## config.mk

```make
export PLATFORM = sky130hd
export DESIGN_NAME = sdio_switch_sequencer
export DESIGN_NICKNAME = d
export VERILOG_FILES = /design/src/rtl/sdio_pkg.sv /design/src/rtl/sdio_wait_timer.sv /design/src/rtl/sdio_switch_sequencer.sv
export SDC_FILE = /design/constraint.sdc
export NUM_CORES = 1
export LEC_CHECK = 0
export BUFFER_PORTS_ARGS = -buffer_cell sky130_fd_sc_hd__buf_2
export CAP_MARGIN = 30
export CORE_MARGIN = 5
export CORE_UTILIZATION = 45
export DETAILED_ROUTE_END_ITERATION = 12
export MAX_ROUTING_LAYER = met4
export PLACE_DENSITY = 0.61
export SYNTH_ARGS = -nofsm -noshare
export SYNTH_HDL_FRONTEND = slang
export SYNTH_SLANG_ARGS = --single-unit
```

## constraint.sdc

```tcl
create_clock -name pclk -period 2.9 [get_ports pclk]
set_clock_uncertainty 0.2 [all_clocks]
set_input_delay 0.435 -clock pclk [delete_from_list [all_inputs] [get_ports pclk]]
set_output_delay 0.435 -clock pclk [all_outputs]
set_load 0.02 [all_outputs]
```

## src/rtl/sdio_pkg.sv

```systemverilog
// Shared state type and default timing for the SDIO card-ownership switch sequencer.
package sdio_pkg;

  typedef enum logic [2:0] {
    IDLE    = 3'd0,
    ISOLATE = 3'd1,
    PWR_OFF = 3'd2,
    SWITCH  = 3'd3,
    PWR_ON  = 3'd4,
    CONNECT = 3'd5
  } sdio_sw_state_t;

  localparam int SDIO_ISO_CYCLES = 16;
  localparam int SDIO_OFF_CYCLES = 50000;
  localparam int SDIO_ON_CYCLES  = 50000;

  // Largest of the three wait lengths; sizes the shared wait counter.
  function automatic int max3(input int a, input int b, input int c);
    int m;
    m = (a > b) ? a : b;
    return (m > c) ? m : c;
  endfunction

endpackage

```

## src/rtl/sdio_wait_timer.sv

```systemverilog
// Saturating wait counter shared by every timed state of the switch sequencer.
// expire is high while the count equals the terminal value supplied for the current state.
module sdio_wait_timer #(
  parameter int CNT_W = 4
) (
  input  logic             pclk,
  input  logic             presetn,
  input  logic             clr,
  input  logic [CNT_W-1:0] tc,
  output logic             expire
);

  logic [CNT_W-1:0] cnt;

  assign expire = (cnt == tc);

  // Count up from zero after each clear and hold at the terminal value (no wrap).
  always_ff @(posedge pclk or negedge presetn) begin
    if (!presetn) begin
      cnt <= '0;
    end else if (clr) begin
      cnt <= '0;
    end else if (!expire) begin
      cnt <= cnt + 1'b1;
    end else begin
      cnt <= cnt;
    end
  end

endmodule

```

## src/rtl/sdio_switch_sequencer.sv

```systemverilog
// Break-before-make SD card ownership switch: isolate, power off, flip mux, power on, reconnect.
// All outputs are registered from the next-state decode so they change on the state-entry edge.
module sdio_switch_sequencer
  import sdio_pkg::*;
#(
  parameter int ISO_CYCLES = SDIO_ISO_CYCLES,
  parameter int OFF_CYCLES = SDIO_OFF_CYCLES,
  parameter int ON_CYCLES  = SDIO_ON_CYCLES
) (
  input  logic pclk,
  input  logic presetn,
  input  logic sdio_control,
  output logic sdio_sel,
  output logic card_pwr_en,
  output logic bus_en,
  output logic busy,
  output logic switch_done
);

  localparam int CNT_W = $clog2(max3(ISO_CYCLES, OFF_CYCLES, ON_CYCLES) + 1);
  localparam logic [CNT_W-1:0] ISO_TC = CNT_W'(ISO_CYCLES - 1);
  localparam logic [CNT_W-1:0] OFF_TC = CNT_W'(OFF_CYCLES - 1);
  localparam logic [CNT_W-1:0] ON_TC  = CNT_W'(ON_CYCLES - 1);

  if ((ISO_CYCLES < 1) || (OFF_CYCLES < 1) || (ON_CYCLES < 1)) begin : g_bad_timing
    $error("sdio_switch_sequencer: every wait cycle count must be at least 1");
  end

  sdio_sw_state_t   state;
  sdio_sw_state_t   state_nx;
  logic             target;
  logic             clr;
  logic             expire;
  logic             pwr_up;
  logic [CNT_W-1:0] tc;

  // Reset parks in PWR_ON with the card unpowered; the first edge acts as the PWR_ON entry.
  assign pwr_up = (state == PWR_ON) && !card_pwr_en;

  // Terminal count for the wait state currently running.
  always_comb begin
    tc = ISO_TC;
    case (state)
      ISOLATE: tc = ISO_TC;
      PWR_OFF: tc = OFF_TC;
      PWR_ON:  tc = ON_TC;
      default: tc = ISO_TC;
    endcase
  end

  // Next-state decode; the timer restarts on every state entry.
  always_comb begin
    state_nx = state;
    case (state)
      IDLE: begin
        if (sdio_control != sdio_sel) state_nx = ISOLATE;
        else                          state_nx = IDLE;
      end
      ISOLATE: begin
        if (expire) state_nx = PWR_OFF;
        else        state_nx = ISOLATE;
      end
      PWR_OFF: begin
        if (expire) state_nx = SWITCH;
        else        state_nx = PWR_OFF;
      end
      SWITCH:  state_nx = PWR_ON;
      PWR_ON: begin
        if (card_pwr_en && expire) state_nx = CONNECT;
        else                       state_nx = PWR_ON;
      end
      CONNECT: state_nx = IDLE;
      default: state_nx = IDLE;
    endcase
    clr = (state_nx != state) || pwr_up;
  end

  sdio_wait_timer #(
    .CNT_W (CNT_W)
  ) u_timer (
    .pclk    (pclk),
    .presetn (presetn),
    .clr     (clr),
    .tc      (tc),
    .expire  (expire)
  );

  // State, latched target and registered outputs; target is frozen once a sequence starts.
  always_ff @(posedge pclk or negedge presetn) begin
    if (!presetn) begin
      state       <= PWR_ON;
      target      <= 1'b0;
      sdio_sel    <= 1'b0;
      card_pwr_en <= 1'b0;
      bus_en      <= 1'b0;
      busy        <= 1'b1;
      switch_done <= 1'b0;
    end else begin
      state <= state_nx;
      if ((state == IDLE) && (state_nx == ISOLATE)) target <= sdio_control;
      else                                          target <= target;
      if (state == SWITCH) sdio_sel <= target;
      else                 sdio_sel <= sdio_sel;
      bus_en      <= (state_nx == IDLE) || (state_nx == CONNECT);
      card_pwr_en <= !((state_nx == PWR_OFF) || (state_nx == SWITCH));
      busy        <= (state_nx != IDLE);
      switch_done <= (state_nx == CONNECT);
    end
  end

endmodule

```

==> results.yml, run 1 <==
sta:
  hold_viol_final: 0
  slew_headroom: 0.636
  worst_pin_slew_ns: 0.546
  fin_hold_ws_ns: 0.188
  final-setup-viol-count: 0
  min_period_ns: 2.29
  fin_crit_sh: 0.790
  fin_setup_tns_ns: 0
  rsz0062_at_grt: "no"
  report.final.slew_viol_count: 0
  max_freq_ghz: 0.437
floorplan:
  die_h_um: 63.1
  die_w_um: 63.1
  core_mm2: 0.00273
  floorplan.rows: 19
  dieArea_mm2: 0.00398
  pin_count: 8
  start_util: 0.464
global_route:
  grt_pass1_vias: 843
  antenna_found_initial: 0
  grt_pass1_wl_um: 3830
  grt_max_degree: 26
  grt_overflow: 0
  grt_use_total: 0.119
cts:
  clkSinkCount: 25
  ctsResizeCount: 0
  cts_tree: "yes"
  post_cts_buffers: 0
  cts_buffers: 3
  worstSkewPairLatency_ns: 0.32
  root_buffer: "clkbuf_4"
  clkTransAtPathRegs_ns: 0.14
  cts_max_path_buffers: 2
  cts_max_level: 1
detailed_routing:
  wire_per_inst_um: 12.9
  avgViaCountPerCell: 5.45
  vias: 888
  drtIter0Drc: 50
  top_layer_used: "met4"
  dr.pass1.iters: 4
  wl_met1_um: 1120
  routed_wirelength_um: 2110
  antenna_left: 0
  route.detailed.drc: 0
  wl_met2_um: 896
  wl_met3_um: 71
final_layout:
  design_area_mm2: 0.00135
  num_antenna_cells: 0
  layout.nets: 137
  area_delta_synth_final_pct: 6.32
  layout-drive-gt1-share: 0.189
  nFillCells: 260
worst_setup_path:
  rr_endpoint: "card_pwr_en"
  worst-setup-path-type: "register to register"
  critPathMaxFanout: 14
  ff2ff_setup_slack_ns: 0.61
  cp.arrival_ns: 2.32
  worstReg2RegStart: "u_timer.cnt[6]"
  required_ns: 2.93
  reg2reg_depth: 5
  critPathLaunchType: "register"
  crit_path_end_kind: "register"
logic_synthesis:
  yosys-top-cells-count: "dfrtp_1, nor2_1, nand2_1"
  syn_area_per_cell_um2: 10.2
  synthArstFlopShare: 1.00
  synth.top_cell.area_share: 0.454
  synthesis.instances: 124
  yosys.area.top_type: "dfrtp_1"
  ys_top_cells_by_area: "dfrtp_1, xor2_1, nor2_1, dfstp_2, nand2_1"
  ys_warn_count: 0
  syn_nets: 128
  yosysUniqueCellTypes: 36
  synth_area_mm2: 0.00127
  synth_most_common_cell: "dfrtp_1"
  ys_ff_latch: 25
  synth_seq_area_share: 0.496
  synth_ff_type: "dfrtp_1"
  synth_edf_count: 0
min_path:
  worst_hold_startpoint: "sdio_control"
  hold_end: "target"
  hold-path-cell-count: 3
  hp-class: "input pin to register"
flow_run:
  maxCapViolCount: 0
power:
  irDropWorstVdd_v: 0.000423
  power_density_mw_per_mm2: 618
  p_leak_nw: 0.582
  p_total_mw: 0.832
placement:
  globalplace.congestion: 0.814
  port_buffers: 7
  post_dp_cell_area_mm2: 0.00131
  hpwl_um: 1490
run_status:
  status: "finished, final reports clean"
==> routing by layer <==
| metal | global-route usage | vias to the layer above |
|---|---|---|
| li1 | - | 455 |
| met2 | 0.164 | 14 |
| met1 | 0.172 | 417 |
| met4 | 0.0371 | 0 |
| met3 | 0.0302 | 2 |
| met5 | - | - |
==> repair_timing <==
item,in CTS,in global routing
hold buffers,1,0
endpoints found under the hold margin,23,0
setup endpoints to repair,0,0
==> state kept, by name, summed over array words and instances, names as in the netlist <==
register / count
bus_en: 1
busy: 1
card_pwr_en: 1
sdio_sel: 1
state: 3
switch_done: 1
target: 1
u_timer.cnt: 16
==> cell families (layout without fill, tap and decap cells) <==
kind of cell,Yosys count,after routing,synth area share
adder cells (fa/ha/maj),1,1,0.00987
multiplexers,2,2,0.0178
flip-flops,25,25,0.496
AO/OA/AOI/OAI,17,17,0.0908
AND/OR/NAND/NOR,59,59,0.258
buffers and inverters,7,15,0.0385
XOR/XNOR,13,13,0.0898
==> cells in the final DEF, fill, tap and decap left out, types with 3 or more instances in the layout <==
cell type | Yosys | final
or3_1 | 3 | 3
nor3_1 | 3 | 3
xor2_1 | 11 | 11
clkbuf_4 | 0 | 3
a21oi_1 | 3 | 3
nand2_1 | 12 | 12
buf_2 | 0 | 7
dfrtp_1 | 23 | 23
o21ai_1 | 3 | 3
and3_1 | 3 | 3
and4_1 | 3 | 3
nand3_1 | 6 | 6
nand4_1 | 3 | 3
nor2_1 | 16 | 16
==> critical path: stages (launching register included) <==
cell      delay [ns]
dfrtp_1         0.46
or4_1           0.55
a211oi_2        0.23
o21ai_2         0.21
or3_1           0.37
a21o_1          0.18
==> through the flow <==
step | setup slack (ns) | utilization | cells
5_1_grt | 0.462 | 0.493 | 163
6_report | 0.610 | 0.493 | 163
2_1_floorplan | 0.803 | - | 124
3_3_place_gp | 0.668 | 0.478 | 158
3_5_place_dp | 0.615 | 0.478 | 158
4_1_cts | 0.622 | 0.493 | 163
==> where the power goes <==
part           internal (mW)  switching, mW  total, mW
Sequential             0.426         0.0887      0.514
Clock                 0.0525          0.105      0.157
Combinational         0.0790         0.0820      0.161
==> layout make-up <==
class | count | area [µm²] | area share
flip-flops and latches | 25 | 628 | 0.466
multi-input cells | 92 | 591 | 0.438
repair buffers | 9 | 52.6 | 0.0390
well taps | 31 | 38.8 | 0.0288
clock buffers | 3 | 22.5 | 0.0167
clock inverters | 1 | 7.51 | 0.00557
inverters | 2 | 7.51 | 0.00557
==> worst max-delay path by stage <==
stage	end	slack [ns]	startpoint
floorplan	card_pwr_en	0.80	u_timer.cnt[6]
global placement	card_pwr_en	0.67	u_timer.cnt[6]
detailed placement	state[0]	0.61	u_timer.cnt[6]
CTS	state[0]	0.62	state[2]
global route	state[0]	0.46	state[2]
finish	card_pwr_en	0.61	u_timer.cnt[6]
(Power assumes the default switching activity.)
==> inputs of run 2 (changes only) <==
PLACE_DENSITY = 0.63   (was 0.61)
clock period = 2.1 ns   (was 2.9 ns; I/O delays follow)
==> results.yml, run 2 (synthesis gave the netlist of run 1 again) <==
global_route:
  grt_pass1_wl_um: 4380
  grt_overflow: 0
  grt_pass1_vias: 984
  grt_max_degree: 26
  grt_use_total: 0.141
  antenna_found_initial: 0
worst_setup_path:
  critPathMaxFanout: 6
  critPathLaunchType: "register"
  worst-setup-path-type: "register to register"
  cp.arrival_ns: 2.10
  crit_path_end_kind: "register"
  startpoint: "u_timer.cnt[9]"
  required_ns: 2.12
  ff2ff_setup_slack_ns: 0.02
  worstReg2RegStart: "u_timer.cnt[9]"
detailed_routing:
  vias: 968
  route.detailed.drc: 0
  avgViaCountPerCell: 5.50
  routed_wirelength_um: 2390
  dr.pass1.iters: 4
  drtIter0Drc: 52
  wire_per_inst_um: 13.6
  antenna_left: 0
floorplan:
  start_util: 0.464
  die_h_um: 63.1
  pin_count: 8
  floorplan.rows: 19
  core_mm2: 0.00273
  die_w_um: 63.1
  dieArea_mm2: 0.00398
cts:
  clkSinkCount: 25
  cts_max_path_buffers: 2
  cts_tree: "yes"
  worstSkewPairLatency_ns: 0.31
  cts_buffers: 3
  cts_max_level: 1
  clkTransAtPathRegs_ns: 0.13
  post_cts_buffers: 0
  root_buffer: "clkbuf_4"
sta:
  slew_headroom: 0.637
  max_freq_ghz: 0.480
  rsz0062_at_grt: "yes"
  min_period_ns: 2.08
  hold_viol_final: 0
  fin_crit_sh: 0.992
  final-setup-viol-count: 0
  fin_hold_ws_ns: 0.0986
  report.final.slew_viol_count: 0
  worst_pin_slew_ns: 0.545
placement:
  dp_cells: 171
  port_buffers: 7
  globalplace.congestion: 0.787
  hpwl_um: 1850
  post_dp_cell_area_mm2: 0.00142
final_layout:
  fin_cells: 176
  num_antenna_cells: 0
  layout-drive-gt1-share: 0.276
  area_delta_synth_final_pct: 16.3
  design_area_mm2: 0.00147
  layout_commonest_cell: "dfrtp_1"
  top_regs: "u_timer.cnt: 16 flops, state: 3 flops"
  layout.nets: 150
  largest_reg_flops: 16
  top_register: "u_timer.cnt"
  final_cell_mix: "dfrtp_1, nor2_1, buf_4"
power:
  irDropWorstVdd_v: 0.000488
  p_leak_nw: 0.654
  power_density_mw_per_mm2: 842
min_path:
  worst_hold_startpoint: "sdio_control"
  hp-class: "input pin to register"
flow_run:
  maxCapViolCount: 0
run_status:
  status: "finished, final reports clean"
[run 2: layout make-up]
class | count | area [µm²]
Clock buffer | 4 | 26.3
Fill cell | 246 | 1260
Inverter | 2 | 7.51
Multi-Input combinational cell | 92 | 611
Sequential cell | 25 | 628
Tap cell | 31 | 38.8
Timing Repair Buffer | 22 | 163
[run 2: path summary, 6_finish.rpt]
kind                                   to  cells after the start
max                           card_pwr_en                      5
max in group asynchronous            busy                      2
min reg2reg                        target                      1
max reg2reg                   card_pwr_en                      5
min                                target                      3
min in group asynchronous  u_timer.cnt[3]                      2
[run 2: critical path, stage by stage, from the launching register on]
cell and delay (ns):
dfrtp_1 0.44, or4_1 0.49, a211oi_2 0.23, o21ai_4 0.10
or3_4 0.34, a21o_1 0.18
[run 2: where the power goes]
group          leakage, nW  internal, mW  switching, mW
combinational        0.349         0.178          0.178
clock               0.0150        0.0742          0.137
sequential           0.290         0.588         0.0850
[run 2: metrics by stage]
step	total power, mW	worst slack [ns]	util	setup TNS (ns)
floorplan	0.874	0.00329	-	0
global placement	1.01	0.0163	0.519	0
detailed placement	1.04	-0.00336	0.519	-0.00336
CTS	1.25	0.00620	0.532	0
global route	1.34	-0.0332	0.539	-0.0464
finish	1.24	0.0176	0.539	0
[run 2: what timing repair did]
action                     4_1_cts  5_1_grt
setup endpoints to repair        2        5
hold buffers                     1        0
gates resized for setup          0        4
hold endpoints to repair        23        0
pin swaps                        2        0
[run 2: layer usage]
layer | routed length [µm] | share of wire | global-route usage
met4 | 57 | 0.024 | 0.0690
met5 | 0 | 0 | -
met2 | 1120 | 0.47 | 0.215
met3 | 83 | 0.035 | 0.0320
met1 | 1130 | 0.47 | 0.176
==> inputs of run 3 (changes only) <==
CORE_UTILIZATION = 25   (was 45)
PLACE_DENSITY = 0.4   (was 0.63)
==> results.yml, run 3 (synthesis gave the netlist of run 1 again) <==
final_layout:
  area_delta_synth_final_pct: 22.5
  num_antenna_cells: 0
  utilization: 0.310
  layout.nets: 154
  top_regs: "u_timer.cnt: 16 flops, state: 3 flops"
  top_register: "u_timer.cnt"
  design_area_mm2: 0.00155
  area.sequential_um2: 628
  final_cell_mix: "dfrtp_1, buf_4, nor2_1"
  layout-drive-gt1-share: 0.282
  fin_cells: 219
  multi_input_area_um2: 591
  largest_reg_flops: 16
  layout_commonest_cell: "dfrtp_1"
  nFillCells: 575
detailed_routing:
  routed_wirelength_um: 2600
  vias: 975
  drtIter0Drc: 16
  wire_per_inst_um: 11.9
  route.detailed.drc: 0
  dr.pass1.iters: 4
  avgViaCountPerCell: 4.45
  antenna_left: 0
worst_setup_path:
  worstReg2RegStart: "u_timer.cnt[4]"
  critPathLaunchType: "register"
  critPathTopFamily: "simple AND/OR/NAND/NOR gates"
  crit_path_end_kind: "register"
  worst-setup-path-type: "register to register"
  startpoint: "u_timer.cnt[4]"
  required_ns: 2.04
  critPathMaxFanout: 6
  cp.arrival_ns: 2.02
  crit_chain: "or4_1 -> nor3_4 -> o21ai_2 -> nor4b_1 -> or3_1"
  cpPeakStageDelay_ns: 0.58
  cp_slowest_cell: "or4_1"
  crit_buf_inv: 0
global_route:
  grt_pass1_vias: 992
  grt_pass1_wl_um: 4500
  grt_max_degree: 26
  grt_overflow: 0
  grt_use_total: 0.0908
  antenna_found_initial: 0
sta:
  fin_setup_tns_ns: 0
  max_freq_ghz: 0.480
  fin_crit_sh: 0.991
  slew_headroom: 0.618
  hold_viol_final: 0
  final-setup-viol-count: 0
  worst_slack_ns: 0.0181
  rsz0062_at_grt: "yes"
  worst_pin_slew_ns: 0.573
  report.final.slew_viol_count: 0
  min_period_ns: 2.08
cts:
  cts_max_path_buffers: 2
  ctsResizeCount: 0
  root_buffer: "clkbuf_8"
  cts_max_level: 1
  clkSinkCount: 25
  worstSkewPairLatency_ns: 0.27
  cts_buffers: 3
  cts_tree: "yes"
  clkTransAtPathRegs_ns: 0.09
floorplan:
  die_w_um: 81.2
  floorplan.rows: 26
  pin_count: 8
  die_h_um: 81.2
  core_mm2: 0.00501
  dieArea_mm2: 0.00659
  start_util: 0.253
min_path:
  hp-class: "input pin to register"
  worst_hold_startpoint: "sdio_control"
flow_run:
  maxCapViolCount: 0
power:
  p_leak_nw: 0.678
  irDropWorstVdd_v: 0.000264
  power_density_mw_per_mm2: 859
placement:
  hpwl_um: 1890
  globalplace.congestion: 0.843
  port_buffers: 7
  dp_slack_ns: -0.0205
  dp_cells: 213
  post_dp_cell_area_mm2: 0.00149
run_status:
  status: "finished, final reports clean"
run 3: cell count changes in the layout (fill, tap and decap cells not counted), sizes merged:
cell	change
clkbuf	-1
buf	+4
clkinv	+1
run 3: worst paths after layout:
kind	endpoint	slack, ns	depth (start not counted)
max in group asynchronous	state[2]	0.95	2
max reg2reg	state[0]	0.02	5
max	state[0]	0.02	5
min	target	0.13	3
min in group asynchronous	u_timer.cnt[5]	0.37	2
min reg2reg	u_timer.cnt[0]	0.32	1
run 3: through the flow:
step | hold WS [ns] | total power, mW
finish | 0.134 | 1.33
global route | 0.130 | 1.45
CTS | 0.124 | 1.37
detailed placement | 0.152 | 1.07
global placement | 0.154 | 1.05
floorplan | -0.181 | 0.874
run 3: area by class of cell:
class | count | area share
sequential | 25 | 0.405
inverter | 2 | 0.00483
clock inverter | 1 | 0.00322
tap | 70 | 0.0564
multi-input combinational | 92 | 0.380
clock buffer | 3 | 0.0266
timing repair buffer | 26 | 0.124
run 3: tightest hold or removal path, cell delays in order:
cell and delay [ns]:
buf_2 0.11, o31ai_1 0.07, o21ai_0 0.07
run 3: what timing repair did:
item,in CTS,in global routing
hold buffers,1,0
setup buffers,1,0
pin swaps,2,0
hold endpoints to repair,23,0
endpoints found under the setup margin,2,3
run 3: layer usage:
metal | up-vias | part of all wire | track usage
met2 | 13 | 0.48 | 0.143
met5 | - | 0 | -
met3 | 5 | 0.018 | 0.0133
met1 | 470 | 0.48 | 0.116
met4 | 0 | 0.024 | 0.0405
li1 | 487 | - | -
run 3: power by group:
part / internal [mW] / total, mW / switching [mW]
clock network: 0.133 / 0.285 / 0.152
registers: 0.588 / 0.651 / 0.0632
logic: 0.199 / 0.398 / 0.200
total: 0.919 / 1.33 / 0.415
